`src/rtl/tcap_pkg.sv`:
```
// Shared types and constants for the tcap capture sequencer.
package tcap_pkg;

   typedef enum logic [2:0] {
      ST_IDLE,
      ST_ARM,
      ST_TRIG,
      ST_WAIT_RDY,
      ST_STREAM,
      ST_CMPT,
      ST_NEXT
   } tcap_state_t;

   // Cycles the capture config is held stable before each trigger.
   localparam int ARM_SETTLE = 4;

   localparam int TOP0_0_DEF = 3;
   localparam int LDD0_0_DEF = 32;
   localparam int ADC0_1_DEF = 56;
   localparam int ADC0_2_DEF = 2;
   localparam int BEAT_W_DEF = 16;
   localparam int CNT_W_DEF  = 8;
   localparam int TMO_W_DEF  = 20;

endpackage

```
`src/rtl/tcap_beat_cnt.sv`:
```
// Beats-remaining down-counter with last-beat flag, plus the no-progress timeout.
// The timeout exists only when TCAP_TIMEOUT_EN is defined; otherwise tmo is tied low.
module tcap_beat_cnt
   import tcap_pkg::*;
#(
   parameter int BEAT_W = BEAT_W_DEF,
   parameter int TMO_W  = TMO_W_DEF
) (
   input  logic              clk,
   input  logic              rst,
   input  logic              load,
   input  logic [BEAT_W-1:0] beats,
   input  logic              beat,
   input  logic              tmo_run,
   input  logic              tmo_restart,
   output logic              last,
   output logic              tmo
);

   logic [BEAT_W-1:0] beat_rem;

   // A programmed beat count of zero still moves one beat.
   always_ff @(posedge clk or posedge rst) begin
      if (rst) begin
         beat_rem <= '0;
      end else if (load) begin
         beat_rem <= (beats == '0) ? BEAT_W'(1) : beats;
      end else if (beat && (beat_rem != '0)) begin
         beat_rem <= beat_rem - 1'b1;
      end
   end

   assign last = (beat_rem == BEAT_W'(1));

`ifdef TCAP_TIMEOUT_EN
   logic [TMO_W-1:0] tmo_cnt;

   // Reloads while idle, on state entry and on every beat; expires at zero.
   always_ff @(posedge clk or posedge rst) begin
      if (rst) begin
         tmo_cnt <= '1;
      end else if (!tmo_run || tmo_restart) begin
         tmo_cnt <= '1;
      end else if (tmo_cnt != '0) begin
         tmo_cnt <= tmo_cnt - 1'b1;
      end
   end

   assign tmo = tmo_run && (tmo_cnt == '0);
`else
   logic [TMO_W-1:0] unused_tmo;
   assign unused_tmo = {TMO_W{tmo_run ^ tmo_restart}};
   assign tmo        = 1'b0;
`endif

endmodule

```
`src/rtl/tcap_seq_ctrl.sv`:
```
// Capture sequencer: runs a programmed burst of ADC captures through the CDC capture path.
// Define TCAP_TIMEOUT_EN to abort a capture that makes no progress in WAIT_RDY/STREAM.
//
// state       | meaning
// ST_IDLE     | waiting for cmd_start
// ST_ARM      | config driven, settling across the CDC
// ST_TRIG     | one-cycle capture trigger
// ST_WAIT_RDY | waiting for the capture path to report ready
// ST_STREAM   | draining merged beats to the sink
// ST_CMPT     | one-cycle capture-complete pulse
// ST_NEXT     | advance phase, start next capture or finish
module tcap_seq_ctrl
   import tcap_pkg::*;
#(
   parameter int TOP0_0 = TOP0_0_DEF,
   parameter int LDD0_0 = LDD0_0_DEF,
   parameter int ADC0_1 = ADC0_1_DEF,
   parameter int ADC0_2 = ADC0_2_DEF,
   parameter int BEAT_W = BEAT_W_DEF,
   parameter int CNT_W  = CNT_W_DEF,
   parameter int TMO_W  = TMO_W_DEF
) (
   input  logic              Gc_clk125,
   input  logic              Gc_rst,
   input  logic              cmd_start,
   input  logic              cmd_abort,
   input  logic              cmd_mode,
   input  logic [TOP0_0-1:0] cmd_wdis,
   input  logic [LDD0_0-1:0] cmd_plus,
   input  logic [BEAT_W-1:0] cmd_beats,
   input  logic [CNT_W-1:0]  cmd_count,
   input  logic [ADC0_2-1:0] cmd_phase,
   output logic              Gc_cap_mode,
   output logic [TOP0_0-1:0] Gc_cap_wdis,
   output logic [LDD0_0-1:0] Gc_cap_plus,
   output logic              Gc_cap_trig,
   input  logic              Gc_capr_rdy,
   output logic              Gc_cap_cmpt,
   output logic [ADC0_2-1:0] Gc_cap_phase,
   input  logic [ADC0_1-1:0] Gc_merge_data,
   input  logic              Gc_mereg_datv,
   output logic              Gc_mereg_datr,
   output logic [ADC0_1-1:0] o_data,
   output logic              o_datv,
   output logic              o_last,
   input  logic              i_datr,
   output logic              busy,
   output logic              done,
   output logic              err
);

   tcap_state_t       state, state_nxt;
   logic [2:0]        arm_cnt;
   logic [CNT_W-1:0]  caps_rem;
   logic [BEAT_W-1:0] beats_q;
   logic              in_stream, abort_any, start_ok, beat, last_beat, tmo;
   logic              done_set, err_set, beat_load, tmo_run, tmo_restart;

   assign in_stream = (state == ST_STREAM);
   assign start_ok  = (state == ST_IDLE) && cmd_start;
   assign abort_any = (state != ST_IDLE) && (cmd_abort || tmo);

   assign Gc_mereg_datr = in_stream && !abort_any && i_datr;
   assign o_datv        = in_stream && !abort_any && Gc_mereg_datv;
   assign o_data        = in_stream ? Gc_merge_data : '0;
   assign beat          = o_datv && i_datr;
   assign o_last        = o_datv && last_beat;

   assign Gc_cap_trig = (state == ST_TRIG) && !abort_any;
   assign Gc_cap_cmpt = (state == ST_CMPT) && !abort_any;
   assign busy        = (state != ST_IDLE);

   assign beat_load   = !in_stream;
   assign tmo_run     = (state == ST_WAIT_RDY) || in_stream;
   assign tmo_restart = beat || ((state == ST_WAIT_RDY) && Gc_capr_rdy);

   tcap_beat_cnt #(
      .BEAT_W (BEAT_W),
      .TMO_W  (TMO_W)
   ) u_beat_cnt (
      .clk         (Gc_clk125),
      .rst         (Gc_rst),
      .load        (beat_load),
      .beats       (beats_q),
      .beat        (beat),
      .tmo_run     (tmo_run),
      .tmo_restart (tmo_restart),
      .last        (last_beat),
      .tmo         (tmo)
   );

   always_ff @(posedge Gc_clk125 or posedge Gc_rst) begin
      if (Gc_rst) begin
         state <= ST_IDLE;
      end else begin
         state <= state_nxt;
      end
   end

   always_comb begin
      state_nxt = state;
      done_set  = 1'b0;
      err_set   = 1'b0;
      case (state)
         ST_IDLE: begin
            if (cmd_start) begin
               if (cmd_count == '0) done_set  = 1'b1;
               else                 state_nxt = ST_ARM;
            end
         end
         ST_ARM:      if (arm_cnt == '0) state_nxt = ST_TRIG;
         ST_TRIG:     state_nxt = ST_WAIT_RDY;
         ST_WAIT_RDY: if (Gc_capr_rdy) state_nxt = ST_STREAM;
         ST_STREAM:   if (beat && last_beat) state_nxt = ST_CMPT;
         ST_CMPT:     state_nxt = ST_NEXT;
         ST_NEXT: begin
            if (caps_rem != '0) begin
               state_nxt = ST_ARM;
            end else begin
               state_nxt = ST_IDLE;
               done_set  = 1'b1;
            end
         end
         default:     state_nxt = ST_IDLE;
      endcase
      if (abort_any) begin
         state_nxt = ST_IDLE;
         done_set  = 1'b1;
         err_set   = 1'b1;
      end
   end

   // First ARM after a start runs one extra cycle while the config registers load.
   always_ff @(posedge Gc_clk125 or posedge Gc_rst) begin
      if (Gc_rst) begin
         done         <= 1'b0;
         err          <= 1'b0;
         arm_cnt      <= '0;
         caps_rem     <= '0;
         beats_q      <= '0;
         Gc_cap_mode  <= 1'b0;
         Gc_cap_wdis  <= '0;
         Gc_cap_plus  <= '0;
         Gc_cap_phase <= '0;
      end else begin
         done <= done_set;
         if (start_ok) begin
            err          <= 1'b0;
            arm_cnt      <= 3'(ARM_SETTLE);
            caps_rem     <= cmd_count;
            beats_q      <= cmd_beats;
            Gc_cap_mode  <= cmd_mode;
            Gc_cap_wdis  <= cmd_wdis;
            Gc_cap_plus  <= cmd_plus;
            Gc_cap_phase <= cmd_phase;
         end else begin
            if (err_set) err <= 1'b1;
            if ((state == ST_ARM) && (arm_cnt != '0)) arm_cnt <= arm_cnt - 1'b1;
            if (!abort_any && (state == ST_CMPT)) caps_rem <= caps_rem - 1'b1;
            if (!abort_any && (state == ST_NEXT)) begin
               Gc_cap_phase <= Gc_cap_phase + 1'b1;
               arm_cnt      <= 3'(ARM_SETTLE - 1);
            end
         end
      end
   end

endmodule

```
`config.mk`:
```
export PLATFORM = sky130hd
export DESIGN_NAME = tcap_seq_ctrl
export DESIGN_NICKNAME = d
export VERILOG_FILES = /design/src/rtl/tcap_pkg.sv /design/src/rtl/tcap_beat_cnt.sv /design/src/rtl/tcap_seq_ctrl.sv
export SDC_FILE = /design/constraint.sdc
export NUM_CORES = 1
export LEC_CHECK = 0
export BUFFER_PORTS_ARGS = -buffer_cell sky130_fd_sc_hd__buf_2
export CAP_MARGIN = 10
export CORE_MARGIN = 2
export CORE_UTILIZATION = 40
export DETAILED_ROUTE_END_ITERATION = 16
export PLACE_DENSITY = 0.8
export SETUP_SLACK_MARGIN = 0.4
export SYNTH_ARGS = -nofsm -noshare
export SYNTH_HDL_FRONTEND = slang
export SYNTH_SLANG_ARGS = --single-unit
```
`constraint.sdc`:
```
create_clock -name Gc_clk125 -period 8.9 [get_ports Gc_clk125]
set_clock_uncertainty 0.1 [all_clocks]
set_input_delay 1.78 -clock Gc_clk125 [delete_from_list [all_inputs] [get_ports Gc_clk125]]
set_output_delay 1.78 -clock Gc_clk125 [all_outputs]
set_load 0.02 [all_outputs]
```
==> flow_metrics.tcl, run 1 <==
set metrics [dict create \
    status "complete, no violations" \
    m1WireLength_um 5140 \
    numCtsBuffers 9 \
    initialDrtViolationCount 241 \
    fmax_mhz 216 \
    clk_latency_ns 0.36 \
    ant_nets 0 \
    drive_gt1_share_pct 34.5 \
    viasPerCell 4.80 \
    wire_per_inst_um 13.2 \
    synth_edf_count 0 \
    cts_setup_buffers 0 \
    io_pins 227 \
    grt_pass1_wl_um 18400 \
    die_w_um 109 \
    netlist_area_sq_um 4410 \
    gp_congestion 0.815 \
    synthArstFlopShare_pct 100 \
    cap_violations 0 \
    post-route-min-period_ns 4.63 \
    ir_worst_vdd_v 0.000175 \
    ys_warn_count 0 \
    routed_wl_um 11600 \
    grtUsageTotal_pct 19.8 \
    syn_avg_cell_area_sq_um 8.40 \
    top_layer_used "met5" \
    post-route-util_pct 54.1 \
    hpwl_um 8490 \
    critPathCaptureType "output port" \
    finalCritPeriodShare_pct 52.1 \
    antenna_found_initial 1 \
    netlist_instances 525 \
    dieHeight_um 109 \
    hold_violations 0 \
    ys_ff_latch 86 \
    finalSetupTns_ns 0 \
    yosysSeqAreaShare_pct 48.8 \
    grt_pass1_vias 3879 \
    final-max-slew-violation-count 0 \
    max_stage_delay_ns 0.27 \
    crit_type "in2out" \
    syn-num-nets 657 \
    worstPathMaxFanout 11 \
    dieArea_sq_um 11900 \
    layout.nets 869 \
    dr.pass1.iters 5 \
    cp.arrival_ns 2.75 \
    cts_tree "done" \
    post_cts_resized 0 \
    cts-root-buf "clkbuf_8" \
    grt_setup_unrepaired "false" \
    gr-total-overflow 0 \
    clock-sinks 86 \
    cts.reportedPaths.clkPinSlew_ns 0.07 \
    start_kind "input pin" \
    syn_to_final_growth_pct 32.6 \
    grt_start_max_net_pins 87 \
    io_buffers 226 \
    p_per_area_nw_per_um2 283 \
    std_cell_rows 38 \
    synth-main-ff-cell "dfrtp_1" \
    slew_headroom_pct 27.8 \
    clock_path_buffers 2 \
    cts-hold-fix-buffers 0 \
    via_count 4233 \
    n_antenna_cell 0 \
    drc 0 \
    crit_chain "buf_2, nor3_1, and2_1, and4_1, buf_2" \
    worstMarginPinSlew_ns 1.08 \
    leakagePower_nw 3.22 \
    hp-class "reg2reg" \
    core_area_sq_um 10800 \
    route.met3.wl_um 815 \
    cp_slowest_cell "nor3_1" \
    start_util_pct 40.8 \
    critPathRequiredTime_ns 7.02 \
    htreeDepth 3 \
    crit_top_cell "buf_2" \
    wl_met2_um 5520 \
    yosysUniqueCellTypes 52 \
    setup_viol 0 \
]
## layout make-up
type	instances	area, sq um
fillers	1048	4950
inverters	11	42.5
well taps	140	175
flip-flops and latches	86	2150
repair buffers	229	1150
clock inverters	4	45.0
multi-input cells	400	2120
clock buffers	12	155
## layout by cell type (no fill, tap or decap), types with 3 or more instances in the layout
| cell type | count |
|---|---|
| nand4_1 | 4 |
| nor2_1 | 20 |
| nor4_1 | 7 |
| nand3_1 | 6 |
| a221o_1 | 3 |
| clkinv_2 | 4 |
| and2_1 | 58 |
| nand2_1 | 188 |
| xor2_1 | 8 |
| inv_1 | 10 |
| xnor2_1 | 3 |
| or3_1 | 5 |
| nor3_1 | 14 |
| buf_2 | 226 |
| o31ai_1 | 3 |
| clkbuf_8 | 11 |
| nand2b_1 | 3 |
| buf_4 | 3 |
| o21ai_1 | 5 |
| a21oi_1 | 7 |
| dfrtp_1 | 86 |
| o21ai_0 | 11 |
| o211ai_1 | 4 |
| ha_1 | 7 |
| or4_1 | 3 |
## Yosys cell counts (4+ instances only)
cell type / count / area share (%)
nor4_1: 7 / 0.99
nand4_1: 4 / 0.57
dfrtp_1: 86 / 49
nand3_1: 6 / 0.68
ha_1: 7 / 2.0
o21ai_0: 11 / 1.2
a21oi_1: 7 / 0.79
o21ai_1: 5 / 0.57
and2_1: 59 / 8.4
nor3_1: 14 / 1.6
nor2_1: 21 / 1.8
clkbuf_1: 24 / 2.0
xor2_1: 8 / 1.6
nand2_1: 189 / 16
inv_1: 11 / 0.94
o211ai_1: 4 / 0.68
or3_1: 5 / 0.71
## flip-flops by register name, summed over array words and instances (netlist names)
| signal | flops |
|---|---|
| Gc_cap_mode | 1 |
| Gc_cap_phase | 2 |
| Gc_cap_plus | 32 |
| Gc_cap_wdis | 3 |
| arm_cnt | 3 |
| beats_q | 16 |
| caps_rem | 8 |
| done | 1 |
| err | 1 |
| state | 3 |
| u_beat_cnt.beat_rem | 16 |
## per-stage QoR
step	setup slack, ns	std cells	hold slack [ns]	area, sq um	total power, mW
2_1_floorplan	4.28	525	0.346	4410	1.15
3_3_place_gp	4.22	866	0.353	5640	1.36
6_report	4.27	882	0.372	5840	1.65
5_1_grt	4.15	882	0.408	5840	1.79
4_1_cts	4.20	882	0.380	5840	1.66
3_5_place_dp	4.20	866	0.359	5640	1.38
## path summary, 6_finish.rpt
| path | startpoint | endpoint | slack (ns) | cells after the start |
|---|---|---|---|---|
| setup reg to reg | state[0]$_DFFE_PP0P_ | caps_rem[1]$_DFFE_PP0P_ | 6.28 | 5 |
| hold reg to reg | Gc_cap_plus[28]$_DFFE_PP0P_ | Gc_cap_plus[28]$_DFFE_PP0P_ | 0.37 | 2 |
| setup / recovery | cmd_abort | o_last | 4.27 | 5 |
| min in group asynchronous | Gc_rst | Gc_cap_plus[5]$_DFFE_PP0P_ | 1.62 | 3 |
| hold / removal | Gc_cap_plus[28]$_DFFE_PP0P_ | Gc_cap_plus[28]$_DFFE_PP0P_ | 0.37 | 2 |
| max in group asynchronous | Gc_rst | Gc_cap_plus[31]$_DFFE_PP0P_ | 6.35 | 3 |
## worst max-delay path, delay by kind of cell
family | cells | cell delay, ns
simple gates | 3 | 0.64
buf+inv | 2 | 0.32
## cells by family (layout without fill, tap and decap cells)
group	after synthesis	count (layout)	share of synthesized area (%)
AO/OA/AOI/OAI	51	51	7.92
XOR/XNOR	11	11	2.19
buffers and inverters	39	256	3.35
AND/OR/NAND/NOR	329	329	35.3
adder cells (fa/ha/maj)	7	7	1.99
flip-flops	86	86	48.8
multiplexers	2	2	0.454
## layer usage
metal  track usage [%]  up-vias
li1                  -     2147
met1              27.2     1924
met2              30.6      146
met3              5.50       14
met4              5.59        2
met5                 0        -
## power by group
part	total, mW	switching (mW)	internal, mW
Sequential	0.725	0.151	0.574
Clock	0.279	0.135	0.144
Combinational	0.647	0.401	0.246
Total	1.65	0.687	0.964
Power figures use the tool's default switching activity.
==> run 2, diff against run 1 <==
--- a/config.mk
+++ b/config.mk
@@ -5,12 +5,13 @@
 export SDC_FILE = /design/constraint.sdc
 export NUM_CORES = 1
 export LEC_CHECK = 0
+export ABC_AREA = 1
 export BUFFER_PORTS_ARGS = -buffer_cell sky130_fd_sc_hd__buf_2
 export CAP_MARGIN = 10
 export CORE_MARGIN = 2
 export CORE_UTILIZATION = 40
 export DETAILED_ROUTE_END_ITERATION = 16
-export PLACE_DENSITY = 0.8
+export PLACE_DENSITY = 0.78
 export SETUP_SLACK_MARGIN = 0.4
 export SYNTH_ARGS = -nofsm -noshare
 export SYNTH_HDL_FRONTEND = slang
==> constraint.sdc (replaced) <==
create_clock -name Gc_clk125 -period 4.4 [get_ports Gc_clk125]
set_clock_uncertainty 0.1 [all_clocks]
set_input_delay 0.88 -clock Gc_clk125 [delete_from_list [all_inputs] [get_ports Gc_clk125]]
set_output_delay 0.88 -clock Gc_clk125 [all_outputs]
set_load 0.02 [all_outputs]
==> flow_metrics.tcl, run 2 <==
set metrics [dict create \
    syn-num-nets 825 \
    grt_util_met2_pct 35.4 \
    viasPerCell 4.70 \
    cp_slowest_cell "buf_4" \
    synthArstFlopShare_pct 100 \
    hp-class "reg2reg" \
    reg2reg_to "caps_rem[2]$_DFFE_PP0P_" \
    dpl-instance-area_sq_um 6040 \
    via_count 4984 \
    drc 0 \
    std_cell_rows 40 \
    wire_per_inst_um 12.4 \
    reg_top3 "Gc_cap_plus: 32 flops, beats_q: 16 flops, u_beat_cnt.beat_rem: 16 flops" \
    grt.met1_usage_pct 23.3 \
    synth_compound_area_share_pct 6.75 \
    r2r_slack_ns 2.38 \
    crit_chain "nor2_4, nand2_2, buf_4, nor2_1, buf_2" \
    hpwl_um 9690 \
    start_kind "register" \
    critPathBufInv 2 \
    ys_warn_count 0 \
    final_cell_mix "236 x nand2_1, 226 x buf_2, 115 x nor2_1, 105 x inv_1, 86 x dfrtp_1" \
    cts.reportedPaths.clkPinSlew_ns 0.06 \
    worstPathMaxFanout 57 \
    grt_pass1_wl_um 20900 \
    core_area_sq_um 11900 \
    fin_area_sq_um 6340 \
    reg2regPathDepth 7 \
    synth_top_family_by_area "simple AND/OR/NAND/NOR gates" \
    grtUsageMet3_pct 5.58 \
    netlist_area_sq_um 4840 \
    layout.nets 1041 \
    gp_congestion 0.923 \
    whs_ns 0.369 \
    cp_top_family "buffers and inverters" \
    grtUsageTotal_pct 20.3 \
    yosys.cell_count.top_type "nand2_1" \
    initialDrtViolationCount 235 \
    status "complete, no violations" \
    top_register "Gc_cap_plus" \
    min_to "Gc_cap_plus[0]$_DFFE_PP0P_" \
    io_buffers 226 \
    synth-main-ff-cell "dfrtp_1" \
    yosysUniqueCellTypes 36 \
    yosys.area_share.simple_pct 34.4 \
    gr-total-overflow 0 \
    syn_avg_cell_area_sq_um 6.98 \
    setup_viol 0 \
    grt_setup_unrepaired "false" \
    numCtsBuffers 9 \
    synth_common_cells "236 x nand2_1, 115 x nor2_1, 106 x inv_1" \
    ant_nets 0 \
    finalCritPeriodShare_pct 68.3 \
    synth.area.top_cells "dfrtp_1 44%, nand2_1 18%, nor2_1 8.9%" \
    finalSetupTns_ns 0 \
    ys_ff_latch 86 \
    worstHoldPathCells 2 \
    hold_violations 0 \
    post-route-min-period_ns 3.00 \
    synth_mux_area_share_pct 0 \
    drive_gt1_share_pct 29.1 \
    gr-max-usage-layer "met2" \
    die_w_um 114 \
    yosysTopAreaCell "dfrtp_1" \
    netlist_instances 693 \
    cap_violations 0 \
    post_cts_resized 0 \
    slew_headroom_pct 52.6 \
    leakagePower_nw 3.87 \
    synth_top_area_share_pct 44.5 \
    start_util_pct 40.6 \
    cts_setup_buffers 0 \
    worstMarginPinSlew_ns 0.711 \
    grt_pass1_vias 4569 \
    yosysSeqAreaShare_pct 44.5 \
    crit_type "reg2out" \
    dr.pass1.iters 4 \
    grt_start_max_net_pins 73 \
    io_pins 227 \
    cts-root-buf "clkbuf_16" \
    antenna_found_initial 0 \
    htreeDepth 3 \
    p_per_area_nw_per_um2 653 \
    cts_tree "done" \
    final-max-slew-violation-count 0 \
    n_antenna_cell 0 \
    critPathCaptureType "output port" \
    nFillCells 1192 \
    final_common_cell "nand2_1" \
    synth_xor_area_share_pct 1.09 \
    largest_reg_flops 32 \
    power.total_mw 4.14 \
    synthAdderAreaFrac_pct 1.81 \
    clk_latency_ns 0.34 \
    dieArea_sq_um 13000 \
    ir_worst_vdd_v 0.000392 \
    fmax_mhz 333 \
    clock_path_buffers 2 \
    cp-startpoint "state[1]$_DFFE_PP0P_" \
    cts-hold-fix-buffers 0 \
    syn_to_final_growth_pct 31.0 \
    max_stage_delay_ns 0.51 \
    hold_start "Gc_cap_plus[0]$_DFFE_PP0P_" \
    routed_wl_um 13100 \
    synth_edf_count 0 \
    cp.arrival_ns 2.02 \
    dieHeight_um 114 \
    critPathRequiredTime_ns 3.42 \
    r2r_start "state[1]$_DFFE_PP0P_" \
    clock-sinks 86 \
]
[run 2: changes by cell type after synthesis, sizes merged, moves of 7 or more]
cell,before,now
o21ai,16,27
nor2,22,123
nor4,7,0
clkbuf,24,3
nor3,15,4
and2,59,0
nand3,6,34
inv,11,110
buf,4,21
nand2,189,240
[run 2: how the worst max path moves through the flow]
stage | endpoint | slack, ns | depth (start not counted)
after floorplan | Gc_cap_mode$_DFFE_PP0P_ | 1.20 | 1
after global placement | Gc_cap_cmpt | 1.71 | 5
after detailed placement | Gc_cap_cmpt | 1.68 | 5
after CTS | o_data[9] | 1.40 | 5
after global routing | o_data[9] | 1.28 | 5
final | o_data[9] | 1.40 | 5
[run 2: worst reg2reg max path, delay by kind of cell, from the launching register on]
kind | cells | cell delay (ns)
buffers and inverters | 1 | 0.56
AND/OR/NAND/NOR | 4 | 0.48
flip-flops | 1 | 0.46
AO/OA/AOI/OAI | 2 | 0.30
[run 2: kinds of logic after synthesis]
| group | after synthesis |
|---|---|
| simple gates | 408 |
| buf+inv | 134 |
| flops | 86 |
| compound gates | 52 |
| fa+ha+maj | 7 |
| xor+xnor | 6 |
[run 2: cell type report]
| class | count | area (sq um) | area share [%] |
|---|---|---|---|
| inverter | 110 | 417 | 6.57 |
| tap | 147 | 184 | 2.90 |
| sequential | 86 | 2150 | 33.9 |
| clock buffer | 13 | 260 | 4.10 |
| multi-input combinational | 473 | 2130 | 33.6 |
| clock inverter | 3 | 42.5 | 0.671 |
| timing repair buffer | 229 | 1150 | 18.2 |
[run 2: report_power, final]
| part | total, mW | switching [mW] | internal, mW |
|---|---|---|---|
| clock network | 0.778 | 0.308 | 0.470 |
| logic | 1.92 | 1.28 | 0.636 |
| registers | 1.44 | 0.266 | 1.18 |
| total | 4.14 | 1.85 | 2.28 |
[run 2: layer usage]
metal  vias up  share of wire, %
li1       2524                 -
met1      2230                41
met2       211                47
met3        19               8.9
met4         0               2.7
met5         -                 0
[run 2: stage by stage]
stage / std cells / worst slack (ns) / util [%]
global placement: 1045 / 1.71 / 50.7
CTS: 1061 / 1.40 / 53.2
floorplan: 693 / 1.20 / -
global route: 1061 / 1.28 / 53.2
finish: 1061 / 1.40 / 53.2
detailed placement: 1045 / 1.68 / 50.7
==> run 3, diff against run 2 <==
--- a/config.mk
+++ b/config.mk
@@ -5,13 +5,13 @@
 export SDC_FILE = /design/constraint.sdc
 export NUM_CORES = 1
 export LEC_CHECK = 0
-export ABC_AREA = 1
+export ABC_AREA = 0
 export BUFFER_PORTS_ARGS = -buffer_cell sky130_fd_sc_hd__buf_2
 export CAP_MARGIN = 10
 export CORE_MARGIN = 2
 export CORE_UTILIZATION = 40
 export DETAILED_ROUTE_END_ITERATION = 16
-export PLACE_DENSITY = 0.78
+export PLACE_DENSITY = 0.8
 export SETUP_SLACK_MARGIN = 0.4
 export SYNTH_ARGS = -nofsm -noshare
 export SYNTH_HDL_FRONTEND = slang
==> constraint.sdc (replaced) <==
create_clock -name Gc_clk125 -period 2.8 [get_ports Gc_clk125]
set_clock_uncertainty 0.1 [all_clocks]
set_input_delay 0.56 -clock Gc_clk125 [delete_from_list [all_inputs] [get_ports Gc_clk125]]
set_output_delay 0.56 -clock Gc_clk125 [all_outputs]
set_load 0.02 [all_outputs]
==> flow_metrics.tcl, run 3 (synthesized netlist as in run 1, its figures left out) <==
set metrics [dict create \
    status "complete, no violations" \
    grt_pass1_wl_um 19100 \
    drc 0 \
    viasPerCell 4.82 \
    final_cell_mix "223 x buf_2, 188 x nand2_1, 84 x dfrtp_1, 58 x and2_1" \
    hpwl_um 8600 \
    whs_ns 0.185 \
    stdcell_count 900 \
    worstMarginPinSlew_ns 0.768 \
    top_register "Gc_cap_plus" \
    worstPathMaxFanout 2 \
    grt_pass1_vias 4079 \
    finalCritPeriodShare_pct 92.7 \
    io_buffers 226 \
    grt_util_met2_pct 32.4 \
    crit_chain "or3_4, or3_4, nor2_4, and4_1, buf_6" \
    dieHeight_um 109 \
    start_kind "register" \
    hp-class "in2async" \
    gr-total-overflow 0 \
    core_area_sq_um 10800 \
    cts-root-buf "clkbuf_8" \
    clock-sinks 86 \
    r2r_slack_ns 0.45 \
    grt_setup_unrepaired "true" \
    dr.pass1.iters 4 \
    cp.arrival_ns 1.94 \
    ant_nets 0 \
    clock_path_buffers 2 \
    antenna_found_initial 0 \
    critPathBufInv 1 \
    max_stage_delay_ns 0.40 \
    cap_violations 0 \
    layout.nets 888 \
    post-route-min-period_ns 2.60 \
    via_count 4336 \
    dieArea_sq_um 11900 \
    dp.cells 873 \
    grt_start_max_net_pins 58 \
    fmax_mhz 385 \
    numCtsBuffers 9 \
    crit_top_cell "or3_4" \
    slew_headroom_pct 48.1 \
    cts.reportedPaths.clkPinSlew_ns 0.08 \
    critPathRequiredTime_ns 2.14 \
    cp-startpoint "u_beat_cnt.beat_rem[4]$_DFFE_PP0P_" \
    routed_wl_um 11900 \
    cp_slowest_cell "dfrtp_1" \
    syn_to_final_growth_pct 38.8 \
    finalSetupTns_ns 0 \
    ir_worst_vdd_v 0.000572 \
    r2r_start "u_beat_cnt.beat_rem[0]$_DFFE_PP0P_" \
    start_util_pct 40.8 \
    std_cell_rows 38 \
    die_w_um 109 \
    htreeDepth 3 \
    critPathCaptureType "output port" \
    drive_gt1_share_pct 37.2 \
    p_per_area_nw_per_um2 888 \
    hold_violations 0 \
    largest_reg_flops 32 \
    reg2regPathDepth 7 \
    grtUsageTotal_pct 20.2 \
    final-max-slew-violation-count 0 \
    initialDrtViolationCount 228 \
    gp_congestion 0.822 \
    io_pins 227 \
    wire_per_inst_um 13.2 \
    clk_latency_ns 0.34 \
    gr-max-usage-layer "met2" \
    post-route-util_pct 56.7 \
    reg_top3 "Gc_cap_plus: 32 flops, beats_q: 16 flops, u_beat_cnt.beat_rem: 16 flops" \
    final_common_cell "buf_2" \
    cts_tree "done" \
    n_antenna_cell 0 \
    leakagePower_nw 3.34 \
    cp.depth 5 \
    grtUsageMet3_pct 4.54 \
    reg2reg_to "u_beat_cnt.beat_rem[12]$_DFFE_PP0P_" \
    cp-endpoint "o_last" \
    grt.met1_usage_pct 27.4 \
    cp_top_family "simple AND/OR/NAND/NOR gates" \
    crit_type "reg2out" \
    setup_viol 0 \
]
-- run 3: changes by cell type in the layout (fill, tap and decap cells not counted), moves of 9 or more --
cell	delta
nor2_1	-97
inv_1	-95
and2_1	+58
nand2_1	-48
nand3_1	-27
buf_4	+15
o21ai_0	-11
clkbuf_16	-9
nor3_1	+9
-- run 3: worst min path at each step --
stage                                             end                        start  depth (start not counted)
after CTS                 Gc_cap_plus[25]$_DFFE_PP0P_                       Gc_rst                          2
after global routing      Gc_cap_plus[16]$_DFFE_PP0P_                       Gc_rst                          2
after floorplan                beats_q[0]$_DFFE_PP0P_       beats_q[0]$_DFFE_PP0P_                          2
final                     Gc_cap_plus[16]$_DFFE_PP0P_                       Gc_rst                          2
after detailed placement  Gc_cap_plus[13]$_DFFE_PP0P_  Gc_cap_plus[13]$_DFFE_PP0P_                          2
after global placement    Gc_cap_plus[28]$_DFFE_PP0P_  Gc_cap_plus[28]$_DFFE_PP0P_                          2
-- run 3: routing by layer --
metal | vias up | wire, um | share of wire, %
li1 | 2191 | - | -
met1 | 1969 | 5150 | 43
met2 | 161 | 5770 | 48
met3 | 15 | 830 | 7.0
met4 | 0 | 147 | 1.2
met5 | - | 0 | 0
-- run 3: layout make-up --
class	instances	area [sq um]
Clock buffer	9	124
Sequential cell	86	2150
Tap cell	140	175
Inverter	11	45.0
Fill cell	955	4670
Clock inverter	6	87.6
Timing Repair Buffer	248	1380
Multi-Input combinational cell	400	2150
-- run 3: report_power, final --
part	internal, mW	leakage [nW]	total, mW	switching [mW]
logic	0.875	2.17	2.23	1.36
clock network	0.498	0.109	0.923	0.425
registers	1.83	1.06	2.28	0.450
total	3.20	3.34	5.43	2.23
-- run 3: through the flow --
step	total power, mW	instance area (sq um)	setup slack, ns
3_3_place_gp	4.36	5720	0.327
2_1_floorplan	3.67	4410	0.496
3_5_place_dp	4.43	5720	0.284
5_1_grt	5.89	6120	0.148
6_report	5.43	6120	0.204
4_1_cts	5.46	6090	0.176
-- run 3: what timing repair did --
item / CTS / global route
hold buffers: 0 / 0
hold endpoints to repair: 0 / 0
pin swaps: 5 / 4
buffers inserted: 10 / 1
gates cloned: 1 / 0
setup endpoints to repair: 59 / 29
resized for setup: 11 / 5
